`src/rtl/uart_flow_ctrl_core.sv`:
```
// Full-duplex UART with RTS/CTS flow control, optional parity and a first-word
// fall-through RX FIFO. Serial inputs are double-flopped before use.
module uart_flow_ctrl_core #(
    parameter int unsigned CLOCK_SPEED = 100000000,
    parameter int unsigned BAUD_RATE   = 115200,
    parameter int unsigned DATA_BITS   = 8,
    parameter int unsigned STOP_BITS   = 1,
    parameter int unsigned PARITY_ENA  = 0,
    parameter int unsigned PARITY_TYPE = 0,
    parameter int unsigned RX_DEPTH    = 16,
    parameter int unsigned RTS_MARGIN  = 4
) (
    input  logic                 clk,
    input  logic                 rst,
    input  logic [DATA_BITS-1:0] s_data,
    input  logic                 s_valid,
    output logic                 s_ready,
    output logic [DATA_BITS-1:0] m_data,
    output logic                 m_perr,
    output logic                 m_ferr,
    output logic                 m_valid,
    input  logic                 m_ready,
    output logic                 rx_overflow,
    input  logic                 uart_rxd,
    output logic                 uart_txd,
    output logic                 uart_rtsn,
    input  logic                 uart_ctsn
);

    localparam int unsigned DIV   = CLOCK_SPEED / BAUD_RATE;
    localparam int unsigned HALF  = DIV / 2;
    localparam int unsigned CNT_W = $clog2(DIV);
    localparam int unsigned BIT_W = 4;
    localparam int unsigned AW    = $clog2(RX_DEPTH);
    localparam int unsigned CW    = AW + 1;
    localparam bit          PAR_ENA = (PARITY_ENA != 0);
    localparam bit          PAR_ODD = (PARITY_TYPE != 0);

    typedef enum logic [2:0] {S_IDLE, S_START, S_DATA, S_PARITY, S_STOP} state_t;

    typedef struct packed {
        logic                 ferr;
        logic                 perr;
        logic [DATA_BITS-1:0] data;
    } rx_entry_t;

    // ---------------- input synchronisers ----------------
    logic r_rxd_s1, r_rxd_s2, r_rxd_prev, r_ctsn_s1, r_ctsn_s2;

    // Two-flop synchronisers plus a delayed copy of rxd for edge detection
    always_ff @(posedge clk or posedge rst) begin
        if (rst) begin
            r_rxd_s1   <= 1'b1;
            r_rxd_s2   <= 1'b1;
            r_rxd_prev <= 1'b1;
            r_ctsn_s1  <= 1'b1;
            r_ctsn_s2  <= 1'b1;
        end else begin
            r_rxd_s1   <= uart_rxd;
            r_rxd_s2   <= r_rxd_s1;
            r_rxd_prev <= r_rxd_s2;
            r_ctsn_s1  <= uart_ctsn;
            r_ctsn_s2  <= r_ctsn_s1;
        end
    end

    // ---------------- transmitter ----------------
    state_t               r_tx_state, w_tx_state_nxt;
    logic [CNT_W-1:0]     r_tx_cnt, w_tx_cnt_nxt;
    logic [BIT_W-1:0]     r_tx_bit, w_tx_bit_nxt;
    logic [DATA_BITS-1:0] r_tx_data, w_tx_shift;
    logic                 r_txd, w_txd_nxt, w_tx_tick, w_tx_accept;

    assign s_ready     = (r_tx_state == S_IDLE) & ~r_ctsn_s2;
    assign w_tx_accept = s_ready & s_valid;
    assign w_tx_tick   = (r_tx_cnt == CNT_W'(DIV - 1));
    assign w_tx_shift  = r_tx_data >> w_tx_bit_nxt;
    assign uart_txd    = r_txd;

    // TX next state, bit timer and bit index
    always_comb begin
        w_tx_state_nxt = r_tx_state;
        w_tx_cnt_nxt   = r_tx_cnt + 1'b1;
        w_tx_bit_nxt   = r_tx_bit;
        case (r_tx_state)
            S_IDLE: begin
                w_tx_cnt_nxt = '0;
                w_tx_bit_nxt = '0;
                if (w_tx_accept) w_tx_state_nxt = S_START;
            end
            S_START: if (w_tx_tick) begin
                w_tx_cnt_nxt   = '0;
                w_tx_state_nxt = S_DATA;
            end
            S_DATA: if (w_tx_tick) begin
                w_tx_cnt_nxt = '0;
                if (r_tx_bit == BIT_W'(DATA_BITS - 1)) begin
                    w_tx_bit_nxt   = '0;
                    w_tx_state_nxt = PAR_ENA ? S_PARITY : S_STOP;
                end else begin
                    w_tx_bit_nxt = r_tx_bit + 1'b1;
                end
            end
            S_PARITY: if (w_tx_tick) begin
                w_tx_cnt_nxt   = '0;
                w_tx_state_nxt = S_STOP;
            end
            S_STOP: if (w_tx_tick) begin
                w_tx_cnt_nxt = '0;
                if (r_tx_bit == BIT_W'(STOP_BITS - 1)) begin
                    w_tx_bit_nxt   = '0;
                    w_tx_state_nxt = S_IDLE;
                end else begin
                    w_tx_bit_nxt = r_tx_bit + 1'b1;
                end
            end
            default: begin
                w_tx_cnt_nxt   = '0;
                w_tx_bit_nxt   = '0;
                w_tx_state_nxt = S_IDLE;
            end
        endcase
    end

    // Line level for the state being entered, so txd is a clean register
    always_comb begin
        w_txd_nxt = 1'b1;
        case (w_tx_state_nxt)
            S_START:  w_txd_nxt = 1'b0;
            S_DATA:   w_txd_nxt = w_tx_shift[0];
            S_PARITY: w_txd_nxt = (^r_tx_data) ^ PAR_ODD;
            default:  w_txd_nxt = 1'b1;
        endcase
    end

    // TX state register, timers, word latch and line register
    always_ff @(posedge clk or posedge rst) begin
        if (rst) begin
            r_tx_state <= S_IDLE;
            r_tx_cnt   <= '0;
            r_tx_bit   <= '0;
            r_tx_data  <= '0;
            r_txd      <= 1'b1;
        end else begin
            r_tx_state <= w_tx_state_nxt;
            r_tx_cnt   <= w_tx_cnt_nxt;
            r_tx_bit   <= w_tx_bit_nxt;
            r_txd      <= w_txd_nxt;
            if (w_tx_accept) r_tx_data <= s_data;
        end
    end

    // ---------------- receiver ----------------
    state_t               r_rx_state, w_rx_state_nxt;
    logic [CNT_W-1:0]     r_rx_cnt, w_rx_cnt_nxt;
    logic [BIT_W-1:0]     r_rx_bit, w_rx_bit_nxt;
    logic [DATA_BITS-1:0] r_rx_shift;
    logic                 r_rx_par, w_rx_tick, w_rx_half, w_rx_fall, w_rx_push;
    rx_entry_t            w_rx_entry;

    assign w_rx_fall = r_rxd_prev & ~r_rxd_s2;
    assign w_rx_half = (r_rx_cnt == CNT_W'(HALF - 1));
    assign w_rx_tick = (r_rx_cnt == CNT_W'(DIV - 1));

    assign w_rx_entry.ferr = ~r_rxd_s2;
    assign w_rx_entry.perr = PAR_ENA & ((^r_rx_shift) ^ r_rx_par ^ PAR_ODD);
    assign w_rx_entry.data = r_rx_shift;

    // RX next state: start validated at mid-bit, then one sample per bit period
    always_comb begin
        w_rx_state_nxt = r_rx_state;
        w_rx_cnt_nxt   = r_rx_cnt + 1'b1;
        w_rx_bit_nxt   = r_rx_bit;
        w_rx_push      = 1'b0;
        case (r_rx_state)
            S_IDLE: begin
                w_rx_cnt_nxt = '0;
                w_rx_bit_nxt = '0;
                if (w_rx_fall) w_rx_state_nxt = S_START;
            end
            S_START: if (w_rx_half) begin
                w_rx_cnt_nxt   = '0;
                w_rx_state_nxt = r_rxd_s2 ? S_IDLE : S_DATA;
            end
            S_DATA: if (w_rx_tick) begin
                w_rx_cnt_nxt = '0;
                if (r_rx_bit == BIT_W'(DATA_BITS - 1)) begin
                    w_rx_bit_nxt   = '0;
                    w_rx_state_nxt = PAR_ENA ? S_PARITY : S_STOP;
                end else begin
                    w_rx_bit_nxt = r_rx_bit + 1'b1;
                end
            end
            S_PARITY: if (w_rx_tick) begin
                w_rx_cnt_nxt   = '0;
                w_rx_state_nxt = S_STOP;
            end
            S_STOP: if (w_rx_tick) begin
                w_rx_cnt_nxt   = '0;
                w_rx_push      = 1'b1;
                w_rx_state_nxt = S_IDLE;
            end
            default: begin
                w_rx_cnt_nxt   = '0;
                w_rx_bit_nxt   = '0;
                w_rx_state_nxt = S_IDLE;
            end
        endcase
    end

    // RX state register, sampling timers and LSB-first shift register
    always_ff @(posedge clk or posedge rst) begin
        if (rst) begin
            r_rx_state <= S_IDLE;
            r_rx_cnt   <= '0;
            r_rx_bit   <= '0;
            r_rx_shift <= '0;
            r_rx_par   <= 1'b0;
        end else begin
            r_rx_state <= w_rx_state_nxt;
            r_rx_cnt   <= w_rx_cnt_nxt;
            r_rx_bit   <= w_rx_bit_nxt;
            if (r_rx_state == S_DATA && w_rx_tick)
                r_rx_shift <= {r_rxd_s2, r_rx_shift[DATA_BITS-1:1]};
            if (r_rx_state == S_PARITY && w_rx_tick)
                r_rx_par <= r_rxd_s2;
        end
    end

    // ---------------- RX FIFO and RTS ----------------
    rx_entry_t     r_mem [RX_DEPTH];
    rx_entry_t     w_head;
    logic [AW-1:0] r_wr_ptr, r_rd_ptr;
    logic [CW-1:0] r_count;
    logic          r_ovf, r_rtsn, w_full, w_pop, w_push_ok;

    assign w_full    = (r_count == CW'(RX_DEPTH));
    assign m_valid   = (r_count != '0);
    assign w_pop     = m_valid & m_ready;
    assign w_push_ok = w_rx_push & (~w_full | w_pop);
    assign w_head    = r_mem[r_rd_ptr];

    assign m_data      = m_valid ? w_head.data : '0;
    assign m_perr      = m_valid & w_head.perr;
    assign m_ferr      = m_valid & w_head.ferr;
    assign rx_overflow = r_ovf;
    assign uart_rtsn   = r_rtsn;

    // Storage array; contents are don't-care while not counted
    always_ff @(posedge clk) begin
        if (w_push_ok) r_mem[r_wr_ptr] <= w_rx_entry;
    end

    // Pointers, occupancy, overflow pulse and RTS threshold
    always_ff @(posedge clk or posedge rst) begin
        if (rst) begin
            r_wr_ptr <= '0;
            r_rd_ptr <= '0;
            r_count  <= '0;
            r_ovf    <= 1'b0;
            r_rtsn   <= 1'b1;
        end else begin
            if (w_push_ok) r_wr_ptr <= r_wr_ptr + 1'b1;
            if (w_pop)     r_rd_ptr <= r_rd_ptr + 1'b1;
            if (w_push_ok && !w_pop)      r_count <= r_count + 1'b1;
            else if (!w_push_ok && w_pop) r_count <= r_count - 1'b1;
            r_ovf  <= w_rx_push & w_full & ~w_pop;
            r_rtsn <= (r_count >= CW'(RX_DEPTH - RTS_MARGIN));
        end
    end

endmodule
```
`config.mk`:
```
export PLATFORM = sky130hd
export DESIGN_NAME = uart_flow_ctrl_core
export DESIGN_NICKNAME = d
export VERILOG_FILES = /design/src/rtl/uart_flow_ctrl_core.sv
export SDC_FILE = /design/constraint.sdc
export NUM_CORES = 1
export LEC_CHECK = 0
export CORE_MARGIN = 2
export CORE_UTILIZATION = 36
export DETAILED_ROUTE_END_ITERATION = 10
export PLACE_DENSITY = 0.61
export SLEW_MARGIN = 20
export SYNTH_ARGS = -nofsm -noshare
export SYNTH_HDL_FRONTEND = slang
export SYNTH_SLANG_ARGS = --single-unit
```
`constraint.sdc`:
```
create_clock -name clk -period 4 [get_ports clk]
set_input_delay 0.4 -clock clk [delete_from_list [all_inputs] [get_ports clk]]
set_output_delay 0.4 -clock clk [all_outputs]
set_load 0.01 [all_outputs]
```
* Word-level counts from Yosys, hierarchy flattened
Memories as Yosys holds them, arrays and structs flattened. Index checks and enable logic that the tools add are counted.
Operators by class: add/sub/neg operators 8, $lt $le $gt $ge 1, equal/unequal tests 23, shift-type cells 1, multiplexer cells 37, bitwise gates (word level) 15, reduce and logical (&&, ||, !) cells 17
Operators by type and width (number):
- two-way mux 10 bit | 4
- two-way mux 3 bit | 13
- case mux 3 bit (5 select lines) | 2
- two-way mux 4 bit | 6
- adder 10 x 1 -> 10 bit, second input constant | 2
- == test 10 bit, second input constant | 2
- case mux 10 bit (2 select lines) | 1
- == test 3 x 2 -> 1 bit, second input constant | 6
- adder 4 x 1 -> 4 bit, second input constant | 4
- inequality test 2 bit, second input constant | 6
- case mux 4 bit (3 select lines) | 1
- == test 10 x 9 -> 1 bit, second input constant | 1
- two-way mux 5 bit | 2
- == test 3 x 1 -> 1 bit, second input constant | 3
- bitwise AND 1 bit | 8
- == test 4 x 3 -> 1 bit, second input constant | 2
- two-way mux 8 bit | 1
- case mux 4 bit (2 select lines) | 1
- parity 8 bit | 1
- >> shifter 8 x 4 -> 1 bit | 1
- == test 3 bit, second input constant | 2
- logical NOT 3 bit | 2
- AND reduction 6 bit | 1
- OR reduction 3 bit | 2
- other kinds (18) | 28
Word-level totals: register bits 71, memory bits (writable) 144, input port bits 14, memories kept 1
Memories:
- r_mem | depth 16, bits a word 9, read ports 1, clocked after Yosys merged registers in 0, write ports 1, RTL line 231 | rx_entry_t r_mem [RX_DEPTH];

* Depth between registers and ports, before layout
depth after elaboration 8, depth in mapped cells 12

* Worst setup path before layout
OpenSTA, ideal clock, no wires.
kind register -> register, start register r_rx_cnt[2], end register r_count[4], data arrival time 2.664 ns, required time 3.875 ns, slack 1.211 ns, cell stages (with the launch flop) 12, clock period less this slack 2.789 ns, cell sequence dfrtp_1 nor3b_1 nand4_1 nor3b_2 ha_1 inv_1 fa_1 a21o_1 a21oi_1 xnor2_1 nor2_1 xor2_1
On the way: cells in the longest elaborated chain, start to end 7
Ends and longest elaborated chain:
- from (decl) | RTL line 155 | logic [CNT_W-1:0] r_rx_cnt, w_rx_cnt_nxt;
- from (signal assigned) | RTL line 221 | r_rx_cnt <= w_rx_cnt_nxt;
- == test 10 bit * | RTL line 163 | assign w_rx_tick = (r_rx_cnt == CNT_W'(DIV - 1));
- two-way mux 1 bit * | RTL line 198 | S_STOP: if (w_rx_tick) begin
- two-way mux 1 bit * | RTL line 175 | case (r_rx_state)
- bitwise AND 1 bit * | RTL line 240 | assign w_push_ok = w_rx_push & (~w_full | w_pop);
- named net w_push_ok | RTL line 235 | logic r_ovf, r_rtsn, w_full, w_pop, w_push_ok;
- logical NOT 1 bit | RTL line 266 | else if (!w_push_ok && w_pop) r_count <= r_count - 1'b1;
- logical AND 1 bit | RTL line 266
- nonzero test 2 bit (no line)
- to (signal assigned) | RTL line 265 | if (w_push_ok && !w_pop) r_count <= r_count + 1'b1;
- to (signal assigned) | RTL line 266
- to (decl) | RTL line 234 | logic [CW-1:0] r_count;
Mark *: on every way through the listed nets, which the timed path passes. The rest lies on a longest branch. A chain may end at the register's enable or synchronous reset.

* Worst setup path after layout
start register r_rd_ptr[1], end output port m_data[5]
On the way: cells in the longest elaborated chain, start to end 2
Ends and longest elaborated chain:
- from (decl) | RTL line 233 | logic [AW-1:0] r_wr_ptr, r_rd_ptr;
- from (signal assigned) | RTL line 264 | if (w_pop) r_rd_ptr <= r_rd_ptr + 1'b1;
- memory (16 x 9 bit)
- two-way mux 8 bit | RTL line 243 | assign m_data = m_valid ? w_head.data : '0;
- to (decl) | RTL line 18 | output logic [DATA_BITS-1:0] m_data,
Every way passes these cells.

==> impl_metrics.toml <==
[run_status]
status = "finished, final reports clean"

[drt]
wl_met3_um = 779
vias = 4837
drc = 0
dr.max_layer_used = "met4"
drt_iter0_markers = 431
wl_met2_um = 8560
wirelength_met1_um = 7910
routedWlPerCell_um = 18.5
firstDrtPassIters = 4
wirelength_um = 17500
ant_nets = 0
vias_per_cell = 5.11

[grt]
grt_pass1_vias = 5153
track_usage_pct = 13.6
grt_max_degree = 42
gr-total-overflow = 0
grt_pass1_wl_um = 28200
antenna_found_initial = 1

[sta]
drv_slew = 0
finalSetupViolations = 0
rsz0062_at_grt = "false"
final.min_clock_period_ns = 3.43
slew_headroom_pct = 38.9
setup-tns-final_ns = 0
layout_worst_path_cycle_share_pct = 85.8
clock_skew_ns = 0.0191
hold_viol = 0
fmax_mhz = 291
worst_pin_slew_ns = 0.913

[yosys]
yosys_warnings = 0
synth_edf_count = 144
netlist.area_leader.share_pct = 47.3
syn-num-nets = 596
syn_area_sq_um = 9140
yosysSeqAreaShare_pct = 66.8
syn_inst = 566
synth_area_leader_cell = "edfxtp_1"
synth-async-reset-ratio_pct = 33.0
ys_ff_latch = 215
synth_cell_types = 60
syn_area_per_cell_sq_um = 16.2
synth_area_leaders = "edfxtp_1, dfrtp_1, mux4_2"
ys.flop_type = "edfxtp_1"

[cells_and_area]
nets = 630
layout_commonest_cell = "edfxtp_1"
nFillCells = 2222
final_layout_size_suffix_gt1_share_pct = 19.3
antenna_cells = 0
mostFrequentLayoutCells = "edfxtp_1, dfrtp_1, mux4_2"
syn_to_final_growth_pct = 14.7

[setup_path]
worstPathCellList = "buf_4, mux4_2, mux4_2, and2_1, clkdlybuf4s50_1"
cp_max_fo = 36
crit_path_end_kind = "output port"
reg2reg_depth = 12
crit_family = "buffers and inverters"
r2r_start = "r_count[0]"
worst-path-buf-inv = 2
critPathArrivalTime_ns = 3.03
crit_required_ns = 3.60
r2r-end = "r_count[4]"
crit_type = "flop to output port"
crit_path_start_kind = "flop"
critPathMaxStageDelay_ns = 0.52
cp_slowest_cell = "mux4_2"
r2r_slack_ns = 0.81
crit_top_cell = "mux4_2"

[hold_path]
min_to = "r_ctsn_s1"
hp-start = "uart_ctsn"
hold_path_depth = 1
hold_path.class = "primary input to flop"

[clock_network]
cts-root-buf = "clkbuf_16"
cts.repair.resized = 0
cts_hold_buf = 0
path_clk_slew_ns = 0.06
post_cts_buffers = 0
cts_made_buffers = 23
cts_sinks = 215
htree_levels = 1
cts_tree = "yes"
cts_buffer_depth = 3
clk_latency_ns = 0.51

[die]
die_h_um = 163
core_area_sq_um = 25000
rows = 58
dieWidth_um = 163
start_util_pct = 36.5
io_pins = 29
dieArea_sq_um = 26700

[power_and_ir_drop]
ir_worst_vdd_v = 0.000289
p_leak_uw = 0.00412
total_power_uw = 5450
power_density_nw_per_um2 = 520

[run]
drv_cap = 0

[placed_design]
io_buffers = 27
place.detailed.hpwl_um = 11400
gp_congestion = 0.781
==> per-stage QoR <==
| stage | utilization [%] | std cells | setup WS, ns | hold slack, ns | area (sq um) |
|---|---|---|---|---|---|
| floorplan | - | 566 | 1.21 | 0.345 | 9140 |
| global placement | 39.0 | 905 | 0.903 | 0.345 | 9760 |
| detailed placement | 39.0 | 905 | 0.780 | 0.353 | 9760 |
| CTS | 41.9 | 947 | 0.495 | 0.284 | 10500 |
| global route | 41.9 | 947 | 0.430 | 0.282 | 10500 |
| finish | 41.9 | 947 | 0.568 | 0.305 | 10500 |
==> flip-flops by register name (all words and copies together) (netlist names), 3 cells and up <==
signal	flops
r_rx_state	3
r_tx_state	3
r_tx_data	8
r_wr_ptr	4
r_rd_ptr	4
r_rx_shift	8
r_count	5
r_rx_cnt	10
r_tx_bit	4
r_mem	144
r_tx_cnt	10
r_rx_bit	4
==> logic make-up after synthesis <==
| family | after synthesis | share of synthesized area, % |
|---|---|---|
| flip-flops | 215 | 66.8 |
| AND/OR/NAND/NOR | 145 | 8.36 |
| multiplexers | 64 | 13.4 |
| AO/OA/AOI/OAI | 50 | 3.91 |
| buffers and inverters | 41 | 1.89 |
| XOR/XNOR | 34 | 3.26 |
| adder cells (fa/ha/maj) | 16 | 2.27 |
| other | 1 | 0.0410 |
==> cell usage after synthesis, types with 2 or more instances <==
cell	instances
nor2b_1	5
nand2_1	27
a41oi_1	3
nor3b_1	2
buf_2	4
edfxtp_1	144
xnor2_1	22
mux4_2	45
a21o_1	4
mux2_2	16
nand4_1	8
buf_1	2
o31ai_1	2
and3_1	6
a21oi_1	8
mux2i_1	2
dfrtp_1	64
o21bai_1	2
nor4_1	3
o21ai_0	15
and2_1	29
or3_1	2
inv_1	17
a211o_1	2
nor2_1	37
ha_1	15
nand3_1	12
nand2b_1	4
clkbuf_1	14
xor2_1	12
nor3_1	3
dfstp_2	7
==> final cells by class <==
cell class              count  area [sq um]  area share [%]
well taps                 330           413            3.94
repair buffers             31           300            2.86
multi-input cells         310          2860            27.3
clock buffers              29           608            5.80
clock inverters            13           121            1.16
inverters                  19          73.8           0.704
flip-flops and latches    215          6110            58.3
==> worst max path at each step <==
stage	from	endpoint	slack, ns	cells after the start
floorplan	r_rx_cnt[2]	r_count[4]	1.21	11
global placement	m_ready	r_count[4]	0.90	11
detailed placement	m_ready	r_count[4]	0.78	11
CTS	r_rd_ptr[0]	m_data[7]	0.49	5
global route	r_rd_ptr[0]	m_data[7]	0.43	5
finish	r_rd_ptr[1]	m_data[5]	0.57	5
==> report_power, final <==
group          internal [uW]  total (uW)  switching (uW)
combinational            399         813             414
sequential              2440        2590             146
clock                   1210        2050             843
==> routing by layer <==
metal / track usage [%] / vias to the layer above
met5: 0 / -
met4: 2.90 / 0
met3: 2.62 / 24
met2: 22.6 / 105
met1: 18.8 / 2502
li1: - / 2206
Note: power is estimated with default switching activity, not from simulation.
